File: src/rtl/hazard_scoreboard.sv
// Hazard controller between ID and EX: tracks in-flight destinations, picks forwarding
// sources, raises load-use stalls and squashes issue slots after an EX redirect.
module hazard_scoreboard #(
    parameter int XLEN         = 32,
    parameter int FWD_STAGES   = 3,
    parameter int LOAD_LAT     = 1,
    parameter int FLUSH_CYCLES = 1,
    localparam int SELW        = $clog2(FWD_STAGES + 1)
) (
    input  logic            clk,
    input  logic            rst,
    input  logic            id_vld,
    input  logic [4:0]      id_rs1,
    input  logic [4:0]      id_rs2,
    input  logic            id_rs1_vld,
    input  logic            id_rs2_vld,
    input  logic [4:0]      id_rd,
    input  logic            id_rd_vld,
    input  logic            id_is_load,
    input  logic            ex_redirect,
    input  logic [XLEN-1:0] ex_redirect_addr,
    output logic            hold_if,
    output logic            issue_vld,
    output logic            redirect_vld,
    output logic [XLEN-1:0] redirect_addr,
    output logic [SELW-1:0] fwd_sel_rs1,
    output logic [SELW-1:0] fwd_sel_rs2,
    output logic [31:0]     stall_cnt,
    output logic [31:0]     flush_cnt
);

    typedef enum logic {RUN, FLUSH} state_e;

    logic [FWD_STAGES-1:0] entVld_q;
    logic [FWD_STAGES-1:0] entLd_q;
    logic [4:0]            entRd_q [FWD_STAGES];

    state_e          state_q, state_d;
    logic [3:0]      fcnt_q, fcnt_d;
    logic [XLEN-1:0] addr_q;
    logic [31:0]     stallCnt_q;
    logic [31:0]     flushCnt_q;

    logic            notReady1, notReady2;
    logic            stall;
    logic            stallSlot;
    logic            squashSlot;

    // Youngest matching entry wins; a load that has not reached LOAD_LAT yet cannot forward.
    always_comb begin
        logic found1, found2;
        found1      = 1'b0;
        found2      = 1'b0;
        notReady1   = 1'b0;
        notReady2   = 1'b0;
        fwd_sel_rs1 = '0;
        fwd_sel_rs2 = '0;
        for (int k = 0; k < FWD_STAGES; k++) begin
            if (!found1 && entVld_q[k] && id_rs1_vld && (id_rs1 != 5'd0) && (entRd_q[k] == id_rs1)) begin
                found1 = 1'b1;
                if (!entLd_q[k] || (k >= LOAD_LAT)) fwd_sel_rs1 = SELW'(k + 1);
                else                                notReady1   = 1'b1;
            end
            if (!found2 && entVld_q[k] && id_rs2_vld && (id_rs2 != 5'd0) && (entRd_q[k] == id_rs2)) begin
                found2 = 1'b1;
                if (!entLd_q[k] || (k >= LOAD_LAT)) fwd_sel_rs2 = SELW'(k + 1);
                else                                notReady2   = 1'b1;
            end
        end
    end

    assign stall      = id_vld && (notReady1 || notReady2);
    assign stallSlot  = rst && !ex_redirect && (state_q != FLUSH) && stall;
    assign squashSlot = rst && id_vld && (ex_redirect || (state_q == FLUSH));

    // Outputs are forced low while reset is asserted so a reset mid-flush is visible at once.
    always_comb begin
        hold_if       = 1'b0;
        issue_vld     = 1'b0;
        redirect_vld  = 1'b0;
        redirect_addr = '0;
        if (rst) begin
            redirect_addr = addr_q;
            if (ex_redirect) begin
                redirect_vld  = 1'b1;
                redirect_addr = ex_redirect_addr;
            end else if (state_q == FLUSH) begin
                issue_vld = 1'b0;
            end else if (stall) begin
                hold_if = 1'b1;
            end else begin
                issue_vld = id_vld;
            end
        end
    end

    always_comb begin
        state_d = state_q;
        fcnt_d  = fcnt_q;
        if (ex_redirect) begin
            state_d = (FLUSH_CYCLES == 0) ? RUN : FLUSH;
            fcnt_d  = 4'(FLUSH_CYCLES);
        end else if (state_q == FLUSH) begin
            fcnt_d = fcnt_q - 4'd1;
            if (fcnt_q == 4'd1) state_d = RUN;
        end
    end

    always_ff @(posedge clk or negedge rst) begin
        if (!rst) begin
            state_q    <= RUN;
            fcnt_q     <= '0;
            addr_q     <= '0;
            stallCnt_q <= '0;
            flushCnt_q <= '0;
        end else begin
            state_q <= state_d;
            fcnt_q  <= fcnt_d;
            if (ex_redirect) addr_q <= ex_redirect_addr;
            if (stallSlot && (stallCnt_q != 32'hFFFF_FFFF)) stallCnt_q <= stallCnt_q + 32'd1;
            if (squashSlot && (flushCnt_q != 32'hFFFF_FFFF)) flushCnt_q <= flushCnt_q + 32'd1;
        end
    end

    // Destination pipe advances every cycle; a bubble enters entry0 when nothing issues.
    always_ff @(posedge clk or negedge rst) begin
        if (!rst) begin
            entVld_q <= '0;
            entLd_q  <= '0;
            for (int k = 0; k < FWD_STAGES; k++) entRd_q[k] <= '0;
        end else begin
            for (int k = FWD_STAGES - 1; k > 0; k--) begin
                entVld_q[k] <= entVld_q[k-1];
                entLd_q[k]  <= entLd_q[k-1];
                entRd_q[k]  <= entRd_q[k-1];
            end
            entVld_q[0] <= issue_vld && id_rd_vld && (id_rd != 5'd0);
            entLd_q[0]  <= id_is_load;
            entRd_q[0]  <= id_rd;
        end
    end

    assign stall_cnt = stallCnt_q;
    assign flush_cnt = flushCnt_q;

endmodule

File: config.mk
export PLATFORM = sky130hd
export DESIGN_NAME = hazard_scoreboard
export DESIGN_NICKNAME = d
export VERILOG_FILES = /design/src/rtl/hazard_scoreboard.sv
export SDC_FILE = /design/constraint.sdc
export NUM_CORES = 1
export LEC_CHECK = 0
export CAP_MARGIN = 25
export CORE_MARGIN = 3
export CORE_UTILIZATION = 40
export DETAILED_ROUTE_END_ITERATION = 10
export GPL_TIMING_DRIVEN = 0
export PLACE_DENSITY_LB_ADDON = 0.15
export SLEW_MARGIN = 30
export SYNTH_ARGS = -nofsm -noshare
export SYNTH_HDL_FRONTEND = slang
export SYNTH_SLANG_ARGS = --single-unit
File: constraint.sdc
create_clock -name clk -period 1.9 [get_ports clk]
set_input_delay 0.38 -clock clk [delete_from_list [all_inputs] [get_ports clk]]
set_output_delay 0.38 -clock clk [all_outputs]
set_load 0.01 [all_outputs]
## Word-level counts from Yosys, hierarchy flattened

Cells that the tools add are included.

| storage, ports and cells | value |
|---|---|
| flip-flop bits (word level) | 120 |
| output and inout bits | 103 |
| word-level logic and storage cells | 97 |

| cells by class | value |
|---|---|
| add/sub/neg operators | 3 |
| eq/ne operators | 9 |
| multiplexer cells | 31 |
| bitwise logic cells | 1 |
| reduce and logical (&&, ||, !) cells | 43 |

Operator list:

| cell | number |
|---|---|
| $add A32 B1 Y32 const B | 2 |
| $mux W32 | 2 |
| $ne A32 B32 Y1 const B | 2 |
| $logic_and A1 B1 Y1 | 32 |
| $eq A5 B5 Y1 | 6 |
| $mux W1 | 22 |
| $reduce_bool A5 Y1 | 3 |
| $mux W2 | 5 |
| $mux W4 | 2 |
| $logic_not A1 Y1 | 5 |
| $eq A4 B1 Y1 const B | 1 |
| $sub A4 B1 Y4 const B | 1 |
| $logic_or A1 B1 Y1 | 2 |
| $reduce_bool A2 Y1 | 1 |
| $not A1 Y1 | 1 |

## Logic depth before layout (Yosys ltp)

| depth | value |
|---|---|
| depth after elaboration | 16 |
| depth in mapped cells | 7 |
| depth with buffers taken out | 7 |

## Worst setup path before layout

OpenSTA, ideal clock, no wires.

| path | value |
|---|---|
| kind | flip-flop to flip-flop |
| start point | register entRd_q[10] in the netlist's numbering |
| end point | register stallCnt_q[1] (netlist: stall_cnt[1]) |
| library setup time | 0.128 ns |
| data arrival time | 1.871 ns |
| required time | 1.772 ns |
| slack | -0.099 ns |
| stages on the path, launching flop included | 8 |
| clock period less this slack | 1.999 ns |
| cells stage by stage | dfrtp_1 > xnor2_1 > nand2_1 > or4_4 > a21oi_2 > buf_4 > nand2_1 > mux2_1 |

| on the way | value |
|---|---|
| cells in the longest elaborated chain, start to end | 7 |
| elaborated cells on any way between the ends | 10 |
| those cells by class | eq/ne (2); mux (2); reduce/logical (6) |

RTL lines:

| item | line | source |
|---|---|---|
| start: declaration | 36 | `logic [4:0] entRd_q [FWD_STAGES];` |
| start signal: indexed assignment | 135 | `entRd_q[k] <= entRd_q[k-1];` |
| $eq A5 B5 Y1 (on tied branches) | 59, 64 |  |
| $logic_and A1 B1 Y1 (on tied branches) | 59, 64 |  |
| $mux W1 (on tied branches) | 59, 64 |  |
| $logic_or A1 B1 Y1 * | 72 | `assign stall = id_vld && (notReady1 \|\| notReady2);` |
| $logic_and A1 B1 Y1 * | 72 |  |
| $logic_and A1 B1 Y1 * | 73 | `assign stallSlot = rst && !ex_redirect && (state_q != FLUSH) && stall;` |
| $logic_and A1 B1 Y1 * | 120 | `if (stallSlot && (stallCnt_q != 32'hFFFF_FFFF)) stallCnt_q <= stallCnt_q + 32'd1;` |
| end signal: assignment | 120 |  |
| end: declaration | 41 | `logic [31:0] stallCnt_q;` |

Mark *: on every way between the ends. The rest lies on a longest branch, timed or not.
A chain may end at the register's enable or synchronous reset.

## Final worst setup path

| path | value |
|---|---|
| start point | register entRd_q[11] in the netlist's numbering |
| end point | output port hold_if |

| on the way | value |
|---|---|
| cells in the longest elaborated chain, start to end | 9 |
| elaborated cells on any way between the ends | 12 |
| those cells by class | eq/ne (2); mux (6); reduce/logical (4) |

RTL lines:

| item | line | source |
|---|---|---|
| $eq A5 B5 Y1 (on tied branches) | 59, 64 |  |
| $logic_and A1 B1 Y1 (on tied branches) | 59, 64 |  |
| $mux W1 (on tied branches) | 59, 64 |  |
| $logic_or A1 B1 Y1 * | 72 |  |
| $logic_and A1 B1 Y1 * | 72 |  |
| $mux W1 * | 89 | `end else if (stall) begin` |
| $mux W1 * | 87 | `end else if (state_q == FLUSH) begin` |
| $mux W1 * | 84 | `if (ex_redirect) begin` |
| $mux W1 * | 82 | `if (rst) begin` |
| end: declaration | 22 | `output logic hold_if,` |

Marked as above.

==> results_dict.tcl <==
set metrics [dict create \
    status "finished, violations left" \
    failed_checks "setup timing" \
    syn_area_um2 5670 \
    worst_pin_slew_ns 0.431 \
    fin_util_pct 63.9 \
    die-area_um2 15600 \
    drt_iter0_markers 273 \
    synth_edf_count 0 \
    ant_nets 0 \
    place_inst 842 \
    setup_viol 38 \
    hold_violations 0 \
    hold_end "entLd_q[0]" \
    synth_nets 567 \
    wl_per_cell_um 16.5 \
    cp-end-kind "primary output" \
    drtPass1Iterations 6 \
    timing.final.crit_share_pct 129 \
    clock_sinks 120 \
    tns_ns -12.11 \
    hold_start "id_is_load" \
    multi_input_area_um2 2860 \
    nFillCells 1068 \
    drv_slew 0 \
    period_needed_ns 2.45 \
    area_growth_pct 52.8 \
    clk_transition_reported_paths_ns 0.05 \
    power.density_nw_per_um2 790 \
    num_vias 4509 \
    power_frac_clock_pct 40.9 \
    slew_headroom_pct 71.3 \
    worstPathRequired_ns 1.52 \
    r2r-end "stall_cnt[6]" \
    power_frac_seq_pct 43.0 \
    seqCellArea_um2 3010 \
    yosysSeqAreaShare_pct 52.9 \
    die_w_um 125 \
    timing.rr.start "entRd_q[11]" \
    synth_compound_area_share_pct 1.50 \
    final_nets 773 \
    drv_cap 0 \
    drt_wl_total_mm 14.8 \
    gp_congestion 0.821 \
    clockBufferDepth 2 \
    ys_types 43 \
    synth_area_per_cell_um2 11.2 \
    antennaDiodeCount 0 \
    grt_pass1_vias 4818 \
    numCtsBuffers 17 \
    placementRows 42 \
    swShare_pct 24.9 \
    numPortBuffers 157 \
    yosys.area_share.simple_pct 21.9 \
    start_util_pct 41.8 \
    netlist_instances 508 \
    synth-main-ff-cell "dfrtp_1" \
    p_sw_uw 1700 \
    ys_warn_count 0 \
    cts-root-buf "clkbuf_16" \
    cts-htree-levels 4 \
    synthArstFlopShare_pct 100 \
    cp.arrival_ns 2.07 \
    leakage_uw 0.00383 \
    cp_max_fo 3 \
    core_um2 13600 \
    r2r_slack_ns -0.44 \
    whs_ns 0.408 \
    place_area_um2 7540 \
    synth_top_family_by_area "simple AND/OR/NAND/NOR gates" \
    stdcell_area_um2 8670 \
    synth-xor-area-share_pct 14.4 \
    grt_pass1_wl_mm 24.3 \
    intPower_uw 5140 \
    rsz0062_at_grt "true" \
    antenna_found_initial 0 \
    overflow 0 \
    hold_path.class "in2reg" \
    drive_above_1_share_pct 25.7 \
    rr_worst_depth 11 \
    drc 0 \
    clock_skew_ns 0.00840 \
    grt_max_degree 66 \
    synth_fa_ha_area_share_pct 0.882 \
    io_pins 158 \
    crit_type "reg2out" \
    cts_tree "built" \
    ir_worst_vdd_mv 0.845 \
    clkLatencyLatePin_ns 0.41 \
    via_per_inst 5.00 \
    stdcell_count 901 \
    p_comb_share_pct 16.1 \
    ys_seq_elements 120 \
    muxShareOfSynthArea_pct 6.75 \
    crit_path_start_kind "flip-flop" \
    die_h_um 125 \
    dp_hpwl_mm 10.1 \
    hold_depth 1 \
    timing.fmax_mhz 408 \
    track_usage_pct 19.2 \
    fin_ws_ns -0.550 \
]
==> metrics by stage <==
stage | power (µW) | setup WS, ns
3_3_place_gp | 3930 | -5.06
4_1_cts | 6820 | -0.563
5_1_grt | 7180 | -0.647
3_5_place_dp | 3980 | -1.38
6_report | 6850 | -0.550
2_1_floorplan | 3440 | -0.0600
==> worst max-delay path by stage <==
stage,startpoint,end,slack (ns),cells past startpoint
2_1_floorplan,entRd_q[10],stall_cnt[1],-0.06,7
3_3_place_gp,rst,hold_if,-5.06,6
3_5_place_dp,id_rs1[2],hold_if,-1.38,7
4_1_cts,entRd_q[11],hold_if,-0.56,7
5_1_grt,entRd_q[11],hold_if,-0.65,7
6_report,entRd_q[11],hold_if,-0.55,7
==> layout by cell type, fill, tap and decap left out, types with 3 or more instances in the layout <==
cell type and instances:
nand4_1 18, nor4b_4 3, ha_1 4, and2_4 3, or4_4 3, nor3_1 8
xnor2_2 3, dfrtp_2 4, and4_1 4, buf_16 3, nand3_1 34, nor3_2 7
dlymetal6s2s_1 3, buf_4 19, nor3_4 4, buf_2 17, and4_4 3, nor4_1 3
inv_1 9, clkbuf_16 19, clkdlybuf4s15_2 4, and2_1 31, nand2_2 4, xor2_1 33
clkinv_2 4, nor2_1 23, dfrtp_1 116, xnor2_1 57, and3_1 9, clkdlybuf4s50_1 104
mux2_4 4, clkdlybuf4s15_1 15, mux2_2 30, dlygate4sd2_1 7, nand2_1 35, buf_6 11
clkbuf_8 4, buf_8 6, clkbuf_1 8
==> synthesized netlist by cell type, types with 3 or more instances <==
cell type / number / share of area, %
nand3_1: 37 / 3.3
ha_1: 4 / 0.88
and2_1: 34 / 3.7
nor4_1: 4 / 0.44
nand2_1: 41 / 2.7
nor2_1: 26 / 1.7
xnor2_1: 60 / 9.3
clkbuf_1: 8 / 0.53
nor4b_1: 3 / 0.46
and3_1: 12 / 1.3
inv_1: 9 / 0.60
nor4b_2: 3 / 0.79
dfrtp_1: 120 / 53
nand4_1: 18 / 2.0
nor3_1: 17 / 1.5
buf_1: 4 / 0.26
and4_1: 8 / 1.2
nand2b_1: 3 / 0.33
xor2_1: 33 / 5.1
mux2_2: 33 / 6.6
==> area by class of cell <==
class                   instances  share of cell area, %
well taps                     176                   2.54
flip-flops and latches        120                   34.7
repair buffers                189                   22.0
clock inverters                 4                  0.231
clock buffers                  26                   5.64
plain buffers                  13                   1.53
inverters                       9                  0.390
multi-input cells             364                   33.0
==> state kept, by name, indices dropped and copies added, names as in the netlist <==
name and flops:
entVld_q 3, fcnt_q 4, flush_cnt 32, state_q 1, entLd_q 1, stall_cnt 32
entRd_q 15, addr_q 32
==> kinds of logic after synthesis <==
family | Yosys count
buffers and inverters | 24
adder cells (fa/ha/maj) | 4
AO/OA/AOI/OAI | 13
AND/OR/NAND/NOR | 220
multiplexers | 34
flip-flops | 120
XOR/XNOR | 93
==> layer usage <==
| layer | global-route usage (%) | share of wire (%) |
|---|---|---|
| met1 | 23.7 | 42 |
| met3 | 7.59 | 7.7 |
| met4 | 5.17 | 1.3 |
| met2 | 31.5 | 49 |
| met5 | 0 | 0 |
==> critical path, cell delays in order (launching register included) <==
cell	delay, ns
dfrtp_1	0.40
buf_6	0.13
xnor2_2	0.11
nand2_1	0.08
or4_4	0.52
a21oi_4	0.20
buf_6	0.13
buf_6	0.09
==> power by group through the flow <==
stage	combinational, µW	sequential, µW	clock [µW]
CTS	1020	2940	2860
global route	1210	2980	2990
floorplan	485	2950	0
detailed placement	1010	2960	0
global placement	982	2950	0
finish	1100	2940	2800
==> timing repair <==
item,4_1_cts,5_1_grt
endpoints found under the setup margin,101,80
pin swaps,13,23
resized for setup,175,72
buffers inserted,12,11
gates cloned,2,3
hold buffers,3,0
hold endpoints to repair,55,0
Power figures use the tool's default switching activity.
